**src/rtl/dmem_arbiter.sv**
```systemverilog
// dmem_arbiter: round-robin arbiter sharing one byte-wide RAM between a CPU
// memory-stage port (c_*) and a loader/debug port (l_*).
//
// Ports:
//   clk_i, rst_i          clock, asynchronous active-high reset
//   c_req_i/c_we_i        CPU request and write-enable
//   c_addr_i/c_wdata_i    CPU 64-bit byte address and write data
//   c_ack_o/c_err_o       CPU one-cycle completion pulse and address error
//   c_rdata_o/c_stall_o   CPU read data (with ack) and pipeline stall
//   l_*                   loader port, same meaning as the CPU port
//   mem_en_o/mem_we_o     RAM access strobe and byte write
//   mem_addr_o            RAM byte address
//   mem_wdata_o           RAM write byte
//   mem_rdata_i           RAM read byte, one cycle after a read strobe
//
// Each transfer moves 8 bytes little-endian, one byte per cycle.
module dmem_arbiter #(
    parameter int unsigned MEM_BYTES = 1024
) (
    input  logic        clk_i,
    input  logic        rst_i,

    input  logic        c_req_i,
    input  logic        c_we_i,
    input  logic [63:0] c_addr_i,
    input  logic [63:0] c_wdata_i,
    output logic        c_ack_o,
    output logic        c_err_o,
    output logic [63:0] c_rdata_o,
    output logic        c_stall_o,

    input  logic        l_req_i,
    input  logic        l_we_i,
    input  logic [63:0] l_addr_i,
    input  logic [63:0] l_wdata_i,
    output logic        l_ack_o,
    output logic        l_err_o,
    output logic [63:0] l_rdata_o,

    output logic        mem_en_o,
    output logic        mem_we_o,
    output logic [9:0]  mem_addr_o,
    output logic [7:0]  mem_wdata_o,
    input  logic [7:0]  mem_rdata_i
);

    typedef enum logic [1:0] {
        IDLE,
        ACCESS,
        CAPTURE,
        DONE
    } state_t;

    // Highest base address whose 8-byte window still fits in the RAM.
    localparam logic [63:0] LAST_BASE = 64'(MEM_BYTES) - 64'd8;

    state_t      state_q;
    state_t      state_d;
    logic [2:0]  beat_q;
    logic        sel_q;      // winner of the current transfer: 1 = loader
    logic        last_l_q;   // last grant went to the loader
    logic        we_q;
    logic        err_q;
    logic [9:0]  addr_q;
    logic [63:0] wdata_q;
    logic [63:0] rbuf_q;

    logic        any_req;
    logic        pick_l;
    logic        g_we;
    logic [63:0] g_addr;
    logic [63:0] g_wdata;
    logic        g_err;
    logic [2:0]  prev_beat;
    logic        done;

    // Grant selection: a lone requester wins, on contention the port
    // that was not granted last wins.
    always_comb begin
        any_req = c_req_i | l_req_i;
        pick_l  = l_req_i & (~c_req_i | ~last_l_q);
        g_we    = pick_l ? l_we_i    : c_we_i;
        g_addr  = pick_l ? l_addr_i  : c_addr_i;
        g_wdata = pick_l ? l_wdata_i : c_wdata_i;
        g_err   = g_addr > LAST_BASE;
    end

    // Next-state logic.
    always_comb begin
        state_d = state_q;
        unique case (state_q)
            IDLE: begin
                if (any_req) begin
                    state_d = g_err ? DONE : ACCESS;
                end
            end
            ACCESS: begin
                if (beat_q == 3'd7) begin
                    state_d = we_q ? DONE : CAPTURE;
                end
            end
            CAPTURE: begin
                state_d = DONE;
            end
            DONE: begin
                state_d = IDLE;
            end
            default: begin
                state_d = IDLE;
            end
        endcase
    end

    // Outputs are decoded from state so an asynchronous reset clears
    // them immediately.
    always_comb begin
        mem_en_o    = 1'b0;
        mem_we_o    = 1'b0;
        mem_addr_o  = 10'd0;
        mem_wdata_o = 8'd0;
        if (state_q == ACCESS) begin
            mem_en_o    = 1'b1;
            mem_we_o    = we_q;
            mem_addr_o  = addr_q + {7'd0, beat_q};
            mem_wdata_o = wdata_q[{beat_q, 3'b000} +: 8];
        end
    end

    always_comb begin
        done      = (state_q == DONE);
        c_ack_o   = done & ~sel_q;
        l_ack_o   = done & sel_q;
        c_err_o   = c_ack_o & err_q;
        l_err_o   = l_ack_o & err_q;
        c_rdata_o = (c_ack_o & ~err_q & ~we_q) ? rbuf_q : 64'd0;
        l_rdata_o = (l_ack_o & ~err_q & ~we_q) ? rbuf_q : 64'd0;
        c_stall_o = c_req_i & ~c_ack_o;
    end

    // Byte returned for the previous beat's read strobe.
    assign prev_beat = beat_q - 3'd1;

    always_ff @(posedge clk_i or posedge rst_i) begin
        if (rst_i) begin
            state_q  <= IDLE;
            beat_q   <= 3'd0;
            sel_q    <= 1'b0;
            last_l_q <= 1'b1;
            we_q     <= 1'b0;
            err_q    <= 1'b0;
            addr_q   <= 10'd0;
            wdata_q  <= 64'd0;
            rbuf_q   <= 64'd0;
        end else begin
            state_q <= state_d;
            unique case (state_q)
                IDLE: begin
                    if (any_req) begin
                        sel_q    <= pick_l;
                        last_l_q <= pick_l;
                        we_q     <= g_we;
                        err_q    <= g_err;
                        addr_q   <= g_addr[9:0];
                        wdata_q  <= g_wdata;
                        beat_q   <= 3'd0;
                        rbuf_q   <= 64'd0;
                    end
                end
                ACCESS: begin
                    beat_q <= beat_q + 3'd1;
                    if (!we_q && beat_q != 3'd0) begin
                        rbuf_q[{prev_beat, 3'b000} +: 8] <= mem_rdata_i;
                    end
                end
                CAPTURE: begin
                    rbuf_q[63:56] <= mem_rdata_i;
                end
                DONE: begin
                    beat_q <= 3'd0;
                end
                default: begin
                    beat_q <= 3'd0;
                end
            endcase
        end
    end

endmodule

```
**config.mk**
```make
export PLATFORM = sky130hd
export DESIGN_NAME = dmem_arbiter
export DESIGN_NICKNAME = d
export VERILOG_FILES = /design/src/rtl/dmem_arbiter.sv
export SDC_FILE = /design/constraint.sdc
export NUM_CORES = 1
export LEC_CHECK = 0
export CORE_AREA = 5 5 163 165
export CTS_CLUSTER_DIAMETER = 100
export DETAILED_ROUTE_END_ITERATION = 8
export DIE_AREA = 0 0 168 170
export GPL_TIMING_DRIVEN = 0
export PLACE_DENSITY = 0.71
export SLEW_MARGIN = 25
export SYNTH_ARGS = -nofsm -noshare
export SYNTH_HDL_FRONTEND = slang
export SYNTH_SLANG_ARGS = --single-unit
export TNS_END_PERCENT = 10
```
**constraint.sdc**
```tcl
create_clock -name clk_i -period 5.7 [get_ports clk_i]
set_input_delay 1.14 -clock clk_i [delete_from_list [all_inputs] [get_ports clk_i]]
set_output_delay 1.14 -clock clk_i [all_outputs]
set_load 0.005 [all_outputs]
```
# [Yosys cells after proc, flatten, opt, wreduce, memory -nomap -nowiden]
# Index checks and enable logic that the tools add are counted.
[totals] output_inout_bits=153 reg_bits=147 elab_cells=76 inputBits=270
[classes] bitwise_logic=18 n_eq_ne=7 n_addsub=4 n_shift=3 mux=21 magnitude_cmp=1 n_reduce_logical=12
[op_table] cell="$mux 64" n=6
[op_table] cell="$pmux 56 s2" n=1
[op_table] cell="$bwmux 64" n=1
[op_table] cell="$gt 64x10->1 const B" n=1
[op_table] cell="$shift 8x8->64 const A" n=1
[op_table] cell="$shiftx 64x7->8" n=1
[op_table] cell="$shiftx 8x8->64" n=1
[op_table] cell="$pmux 8 s3" n=1
[op_table] cell="$add 10x3->10" n=1
[op_table] cell="$and 1x1->1" n=10
[op_table] cell="$mux 10" n=1
[op_table] cell="$pmux 3 s3" n=1
[op_table] cell="$reduce_bool 3->1" n=3
[op_table] cell="$mux 8" n=1
[op_table] cell="$neg 6->8" n=1
[op_table] cell="$pmux 2 s4" n=1
[op_table] cell="$mux 2" n=3
[op_table] cell="$not 1->1" n=6
[op_table] cell="$reduce_and 2->1" n=3
[op_table] cell="$reduce_and 3->1" n=2
[op_table] cell="$eq 2x2->1 const B" n=2
[op_table] cell="$mux 1" n=4
[op_table] cell="$ne 2x2->1 const B" n=2
[op_table] cell="$add 3x1->3 const B" n=1
[op_table] cell="other kinds (10)" n=11

# [Longest topological paths before layout]
# Gate-level depths: netlist of the first run.
[logic_depth] ltp_word=8 depth_mapped=12 depth_no_buf=9

# [Worst setup path before layout of the first run]
# Ideal clock, no wire load.
[synth_timing] path_type="register -> register" from="register beat_q[1]" to="register rbuf_q[0]" t_arrival_ps=3052 path_buffers=2 stages_incl_launch_ff=11 required_ps=5579 period_less_slack_ps=3173 setup_time_ps=121 path_slack_ps=2527 cell_sequence="dfrtp_1 clkbuf_1 clkbuf_1 inv_1 ha_1 xor2_1 inv_1 ha_1 nand4b_1 a22o_1 a22o_1"
[synth_via] elab_chain_len=6 elab_cells_between_ends=11 classes_between="2 x add/sub; 1 x eq/ne; 2 x shift; 3 x mux; 3 x reduce/logical"
[synth_lines] element="from (decl)" line_no="59" rtl="logic [2:0] beat_q;"
[synth_lines] element="from (signal assigned)" line_no="170" rtl="beat_q <= beat_q + 3'd1;"
[synth_lines] element="$sub 3x1->3" line_no="141" rtl="assign prev_beat = beat_q - 3'd1;"
[synth_lines] element="$neg 6->8" line_no="172" rtl="rbuf_q[{prev_beat, 3'b000} +: 8] <= mem_rdata_i;"
[synth_lines] element="$shiftx 8x8->64 / $shift 8x8->64 (equally long branches)" line_no="172"
[synth_lines] element="$bwmux 64" line_no="172"
[synth_lines] element="$mux 64" line_no="171" rtl="if (!we_q && beat_q != 3'd0) begin"
[synth_lines] element="$pmux 56 s2" line_no="156" rtl="unique case (state_q)"
[synth_lines] element="to (signal, indexed assignment)" line_no="172"
[synth_lines] element="to (decl)" line_no="66" rtl="logic [63:0] rbuf_q;"
# Parallel ways exist; a longest one is shown, timed or not. The select of a mux whose other input is x is not followed.
# A chain may end at the register's enable or synchronous reset.

# [Final worst setup path of the first run]
[layout_timing] from="register state_q[1]" to="output port mem_wdata_o[0]"
[layout_via] elab_chain_len=2
[layout_lines] element="from (decl)" line_no="57" rtl="state_t state_q;"
[layout_lines] element="from (signal assigned)" line_no="155" rtl="state_q <= state_d;"
[layout_lines] element="$eq 2x1->1" line_no="121" rtl="if (state_q == ACCESS) begin"
[layout_lines] element="$mux 8" line_no="121"
[layout_lines] element="to (decl)" line_no="43" rtl="output logic [7:0] mem_wdata_o,"
# No other way between the ends.

==> results of run 1 <==
[power by group through the flow]
stage / logic (uW) / registers [uW] / clock network [uW]
4_1_cts: 2350 / 1690 / 1190
5_1_grt: 2560 / 1740 / 1240
3_3_place_gp: 2280 / 1680 / 0
3_5_place_dp: 2330 / 1700 / 0
6_report: 2330 / 1690 / 1180
2_1_floorplan: 1480 / 1610 / 0
[sequential cells by signal, indices dropped and copies added (netlist names)]
register	cells
addr_q	10
beat_q	3
err_q	1
last_l_q	1
rbuf_q	64
sel_q	1
state_q	2
wdata_q	64
we_q	1
[final cells by class]
class,count,share of cell area [%]
plain buffers,70,2.26
multi-input cells,648,33.2
diodes,2,0.0360
well taps,330,2.97
repair buffers,415,30.0
flip-flops and latches,147,26.5
clock buffers,19,3.18
inverters,23,0.675
clock inverters,13,1.25
[cells in the mapped netlist, types with 17 or more instances]
| library cell | count |
|---|---|
| dfrtp_1 | 146 |
| and2_1 | 125 |
| nand2_1 | 98 |
| o21ai_0 | 96 |
| mux2i_1 | 75 |
| a22o_1 | 72 |
| clkbuf_1 | 44 |
| nor4_1 | 42 |
| inv_1 | 22 |
| ha_1 | 17 |
[cell families after synthesis]
group,share of synthesized area (%)
AOI/OAI and AO/OA,15.4
xor gates and xnor gates,0.806
adders and majority gates,2.68
buffers and inverters,4.61
DFF,42.4
muxes,12.8
and+or+nand+nor,21.4
[metrics by stage]
stage / setup TNS, ps / utilization, % / area, sq um
finish: 0 / 55.9 / 13900
global route: 0 / 55.9 / 13900
CTS: 0 / 55.9 / 13900
detailed placement: 0 / 53.4 / 13300
global placement: -210080 / 53.2 / 13200
floorplan: 0 / - / 8690
[path summary, 6_finish.rpt]
| kind | start | end | slack, ps |
|---|---|---|---|
| hold reg to reg | wdata_q[62]$_DFFE_PP0P_ | wdata_q[62]$_DFFE_PP0P_ | 480 |
| setup reg to reg | beat_q[1]$_DFFE_PP0P_ | rbuf_q[0]$_DFFE_PP0P_ | 1640 |
| setup / recovery | state_q[1]$_DFFE_PP0P_ | mem_wdata_o[0] | 1140 |
| hold / removal | wdata_q[62]$_DFFE_PP0P_ | wdata_q[62]$_DFFE_PP0P_ | 480 |
| min in group asynchronous | rst_i | wdata_q[45]$_DFFE_PP0P_ | 1180 |
| max in group asynchronous | rst_i | last_l_q$_DFFE_PP1P_ | 3740 |
[metal layers]
| layer | vias to the layer above | wire length [um] |
|---|---|---|
| met2 | 380 | 16600 |
| met5 | - | 0 |
| li1 | 4072 | - |
| met1 | 4044 | 13600 |
| met3 | 49 | 2560 |
| met4 | 0 | 899 |
[tightest hold or removal path, cell delays in order (launching register included)]
cell,delay [ps]
dfrtp_1,340
nand2_1,50
o21ai_0,60
[cell usage in the layout (no fill, tap or decap), types with 4 or more instances in the layout]
cell,instances
xor2_1,4
clkdlybuf4s50_1,414
and4_1,5
nor2_1,10
buf_1,4
dfrtp_1,146
mux2i_1,75
a21o_1,4
nand2b_1,4
a22o_1,72
nand4_1,8
a21boi_0,10
nor3_1,4
xnor2_1,4
nand3_1,16
o21ai_0,96
clkbuf_1,45
nor4_1,42
clkbuf_16,17
buf_2,16
nand2_1,98
mux4_2,16
ha_1,17
and2_1,125
inv_1,21
or4_1,4
==> qor.txt, run 1 <==
Hold Crit Depth: 2
TritonCTS clock tree: yes
Placer Congestion: 0.874
Worst Hold Class: flip-flop to flip-flop
RSZ-0062 raised after global routing: false
htree depth: 4
status: finished, final reports clean
Crit Path Max Fanout: 10
Clock Tree Root: clkbuf_16
total grt overflow: 0
synthesized instance count: 888
sequential power share: 32.6%
vias in the first global route: 8,728
grt peak-use layer: met2
syn nets: 1,176
internal power: 3170 uW
leak pwr: 0.00584 uW
area of the multi-input gates: 4620 sq um
cell family with most CP delay: buffers and inverters
power share of the clock group: 22.7%
Gate power share: 44.8%
Synth Cell Area: 8690 sq um
Avg Synthesized Cell Area: 9.78 sq um
Synth warnings: 0
fraction of layout cells with a size suffix above 1: 5.99%
Total Routing Usage GR: 22.9%
Vias/cell: 5.13
sw frac: 39.0%
FFs w/ async S/R, synth: 100%
CP Depth: 7
met2 Resource Use GR: 39.9%
Netlist cell types: 52
Synth Register Bits: 147
NetSw: 2030 uW
Post-Place Cells: 1,633
Ports: 423
pre-CTS WS: 1680 ps
max-slew violation count: 0
DIE AREA: 28,600 sq um
total of max-cap violations: 0
Filler cells: 2,194
Synth area leader: dfrtp_1
ANT nets after route: 0
DR vias: 8,545
cell row count: 58
DRT Pass-1 Iters: 5
# setup viols final: 0
CTS resizes: 0
CP Cell Sequence: inv_1 > ha_1 > buf_2 > buf_1 > clkbuf_1 > a21boi_0 > clkdlybuf4s50_1
Cell Pwr Density: 374 nW/um^2
FF+latch area: 3680 sq um
first-pass GRT wire length: 50,700 um
core area: 24,900 sq um
Max Buffers Root-to-Sink: 2
peak supply drop: 0.000187 V
Port Buf Inserts: 414
DRC Markers: 0
Worst EP required: 4560 ps
Fin. Hold Viols: 0
Final Critical Period: 4560 ps
Yosys top cell area share: 42.1%
CTS Sinks: 147
GR met1 Demand/Resource: 28.1%
drt total wl: 33,700 um
WP data arrival: 3420 ps
Final Non-Filler Cells: 1,667
EDFF count, synth: 0
clk_lat worst skew: 420 ps
Die W: 168 um
kind of end point of the critical path: primary output
Tot Pwr: 5200 uW
Worst-path clk slew: 70 ps
antenna violations before repair: 1
top area cells in the synthesized netlist: dfrtp_1, and2_1, mux2i_1
WHS: 482 ps
largest net degree at the start of global routing: 76
startpoint types: flip-flop
cts hold-fix bufs: 0
crit path kind: flip-flop to primary output
Max Clk Rate: 219 MHz
sequential area share after synthesis: 42.4%
CP max stage delay: 600 ps
Final Worst Setup Slack: 1140 ps
Top FF cell, synth: dfrtp_1
WL/cell: 20.2 um
Period Utilization, post-route: 80.0%
number of CTS-inserted buffers: 17
depth of the worst register-to-register path: 10
Area Growth Syn to Fin: 60.1%
Worst Skew: 12.2 ps
setup bufs post-CTS: 0
relative slew slack: 42.7%
DP HPWL: 27,400 um
Starting Density: 34.9%
nets: 1,610
CP max-delay cell: clkdlybuf4s50_1
Slew @ Worst Pin: 855 ps
met3 Use GR: 5.46%
crit path buf inv count: 5
Initial DRC Count: 451
Die H: 170 um
(Power assumes the default switching activity.)
==> inputs of run 2 (changes only) <==
clock period = 4.7 ns   (was 5.7 ns; I/O delays follow)
==> run 2 against run 1 <==
  * Clock skew grew 1.9 ps
  * Clock power grew 19%
  * Non-clock buffer count grew 6
  * Combinational power grew 21%
  * Final area grew 0.62%
  * Sequential power grew 22%
  * Power grew 21%
  * Die area is the same
  * Register-to-register slack lost 1100 ps
  * Largest cell class unchanged
==> qor.txt, run 2 (synthesis results as in run 1) <==
core area: 24,900 sq um (unchanged)
Hold Crit Depth: 2 (unchanged)
Fin. Hold Viols: 0 (unchanged)
Max Clk Rate: 228 MHz
Period Utilization, post-route: 93.3%
CTS Sinks: 147 (unchanged)
status: finished, final reports clean (unchanged)
nets: 1,616 (was 1,610)
number of CTS-inserted buffers: 17 (unchanged)
max-slew violation count: 0 (unchanged)
WL/cell: 19.9 um (was 20.2 um)
post-route cell area: 14,000 sq um (was 13,900 sq um)
Ports: 423 (unchanged)
DR vias: 8,519 (was 8,545)
Regs by FF count: rbuf_q x64, wdata_q x64, addr_q x10 (unchanged)
ANT nets after route: 0 (unchanged)
crit path buf inv count: 5 (unchanged)
cell row count: 58 (unchanged)
Worst Skew: 14.1 ps (was 12.2 ps)
depth of the worst register-to-register path: 10 (unchanged)
DP HPWL: 27,300 um (was 27,400 um)
DRC Markers: 0 (unchanged)
setup TNS: 0 ps (unchanged)
largest net degree at the start of global routing: 32 (was 76)
crit path kind: flip-flop to primary output (unchanged)
n_diodes: 0 (was 2)
antenna violations before repair: 0 (was 1)
Die H: 170 um (unchanged)
Vias/cell: 5.10 (was 5.13)
relative slew slack: 37.9% (was 42.7%)
Core Util, Final: 56.2% (was 55.9%)
Crit Path Max Fanout: 10 (unchanged)
RSZ-0062 raised after global routing: false (unchanged)
peak supply drop: 0.000239 V (was 0.000187 V)
kind of end point of the critical path: primary output (unchanged)
leak pwr: 0.00589 uW (was 0.00584 uW)
TritonCTS clock tree: yes (unchanged)
Cell Pwr Density: 450 nW/um^2 (was 374 nW/um^2)
WP data arrival: 3440 ps (was 3420 ps)
Area after DPL: 13,400 sq um (was 13,300 sq um)
vias in the first global route: 8,882 (was 8,728)
Clock Tree Root: clkbuf_16 (unchanged)
CP Cell Sequence: inv_1 > ha_1 > buf_2 > buf_1 > clkbuf_1 > a21boi_0 > clkdlybuf4s50_1 (unchanged)
Initial DRC Count: 391 (was 451)
# setup viols final: 0 (unchanged)
Placer Congestion: 0.838 (was 0.874)
cell family with most CP delay: buffers and inverters (unchanged)
Starting Density: 34.9% (unchanged)
CP max-delay cell: clkdlybuf4s50_1 (unchanged)
Slew @ Worst Pin: 925 ps (was 855 ps)
most common cell after layout, fill and taps aside: clkdlybuf4s50_1 (unchanged)
total of max-cap violations: 0 (unchanged)
Worst-path clk slew: 60 ps (was 70 ps)
startpoint types: flip-flop (unchanged)
Die W: 168 um (unchanged)
first-pass GRT wire length: 50,500 um (was 50,700 um)
Area Growth Syn to Fin: 61.1% (was 60.1%)
drt total wl: 33,300 um (was 33,700 um)
Port Buf Inserts: 414 (unchanged)
CP max stage delay: 610 ps (was 600 ps)
Worst EP required: 3760 ps (was 4560 ps)
CP Depth: 7 (unchanged)
total grt overflow: 0 (unchanged)
Final Critical Period: 4380 ps
CTS resizes: 0 (unchanged)
DIE AREA: 28,600 sq um (unchanged)
DRT Pass-1 Iters: 5 (unchanged)
Total Routing Usage GR: 22.7% (was 22.9%)
Max Buffers Root-to-Sink: 2 (unchanged)
cts hold-fix bufs: 0 (unchanged)
WHS: 479 ps (was 482 ps)
Post-Place Cells: 1,639 (was 1,633)
fraction of layout cells with a size suffix above 1: 6.41% (was 5.99%)
htree depth: 4 (unchanged)
leading cell types in the layout, fill and taps excluded: clkdlybuf4s50_1, dfrtp_1, and2_1, nand2_1, o21ai_0 (unchanged)
Final Non-Filler Cells: 1,671 (was 1,667)
clk_lat worst skew: 430 ps (was 420 ps)
setup bufs post-CTS: 0 (unchanged)
Worst Hold Class: flip-flop to flip-flop (unchanged)
[run 2: changes by cell type in the layout (fill, tap and decap cells not counted), sizes merged]
cell / change
clkbuf: +1
clkinv: +2
diode: -2
inv: -3
buf: +6
[run 2: path summary, 6_finish.rpt]
check / from / endpoint / slack (ps)
max: state_q[1]$_DFFE_PP0P_ / mem_wdata_o[0] / 320
min: wdata_q[22]$_DFFE_PP0P_ / wdata_q[22]$_DFFE_PP0P_ / 480
max reg2reg: beat_q[1]$_DFFE_PP0P_ / rbuf_q[2]$_DFFE_PP0P_ / 580
min reg2reg: wdata_q[22]$_DFFE_PP0P_ / wdata_q[22]$_DFFE_PP0P_ / 480
max in group asynchronous: rst_i / wdata_q[57]$_DFFE_PP0P_ / 2830
min in group asynchronous: rst_i / rbuf_q[0]$_DFFE_PP0P_ / 920
[run 2: per-stage QoR]
stage,setup WS [ps],power [uW]
2_1_floorplan,1530,3740
4_1_cts,376,6330
5_1_grt,135,6720
3_3_place_gp,625,4800
3_5_place_dp,621,4900
6_report,317,6300
[run 2: area by class of cell]
type | count | area [sq um]
timing repair buffer | 421 | 4270
multi-input combinational | 648 | 4620
inverter | 23 | 90.1
sequential | 147 | 3680
buffer | 70 | 314
clock buffer | 20 | 457
clock inverter | 12 | 153
tap | 330 | 413
fill | 2239 | 10900
[run 2: report_power, final]
| group | internal, uW | leakage (uW) | switching, uW | total (uW) |
|---|---|---|---|---|
| Clock | 865 | 0.000301 | 550 | 1410 |
| Combinational | 1270 | 0.00367 | 1550 | 2820 |
| Sequential | 1730 | 0.00191 | 338 | 2070 |
[run 2: layer usage]
layer	track usage [%]	vias to the layer above	part of all wire [%]
met2	40.1	362	50
met1	26.8	4031	39
met3	6.16	48	7.8
met5	0	-	0
met4	7.59	0	2.8
li1	-	4078	-
[run 2: tightest hold or removal path: cells and delay by family (launching register included)]
kind	cells	cell delay [ps]
flip-flops	1	340
AND/OR/NAND/NOR	1	50
AO/OA/AOI/OAI	1	60
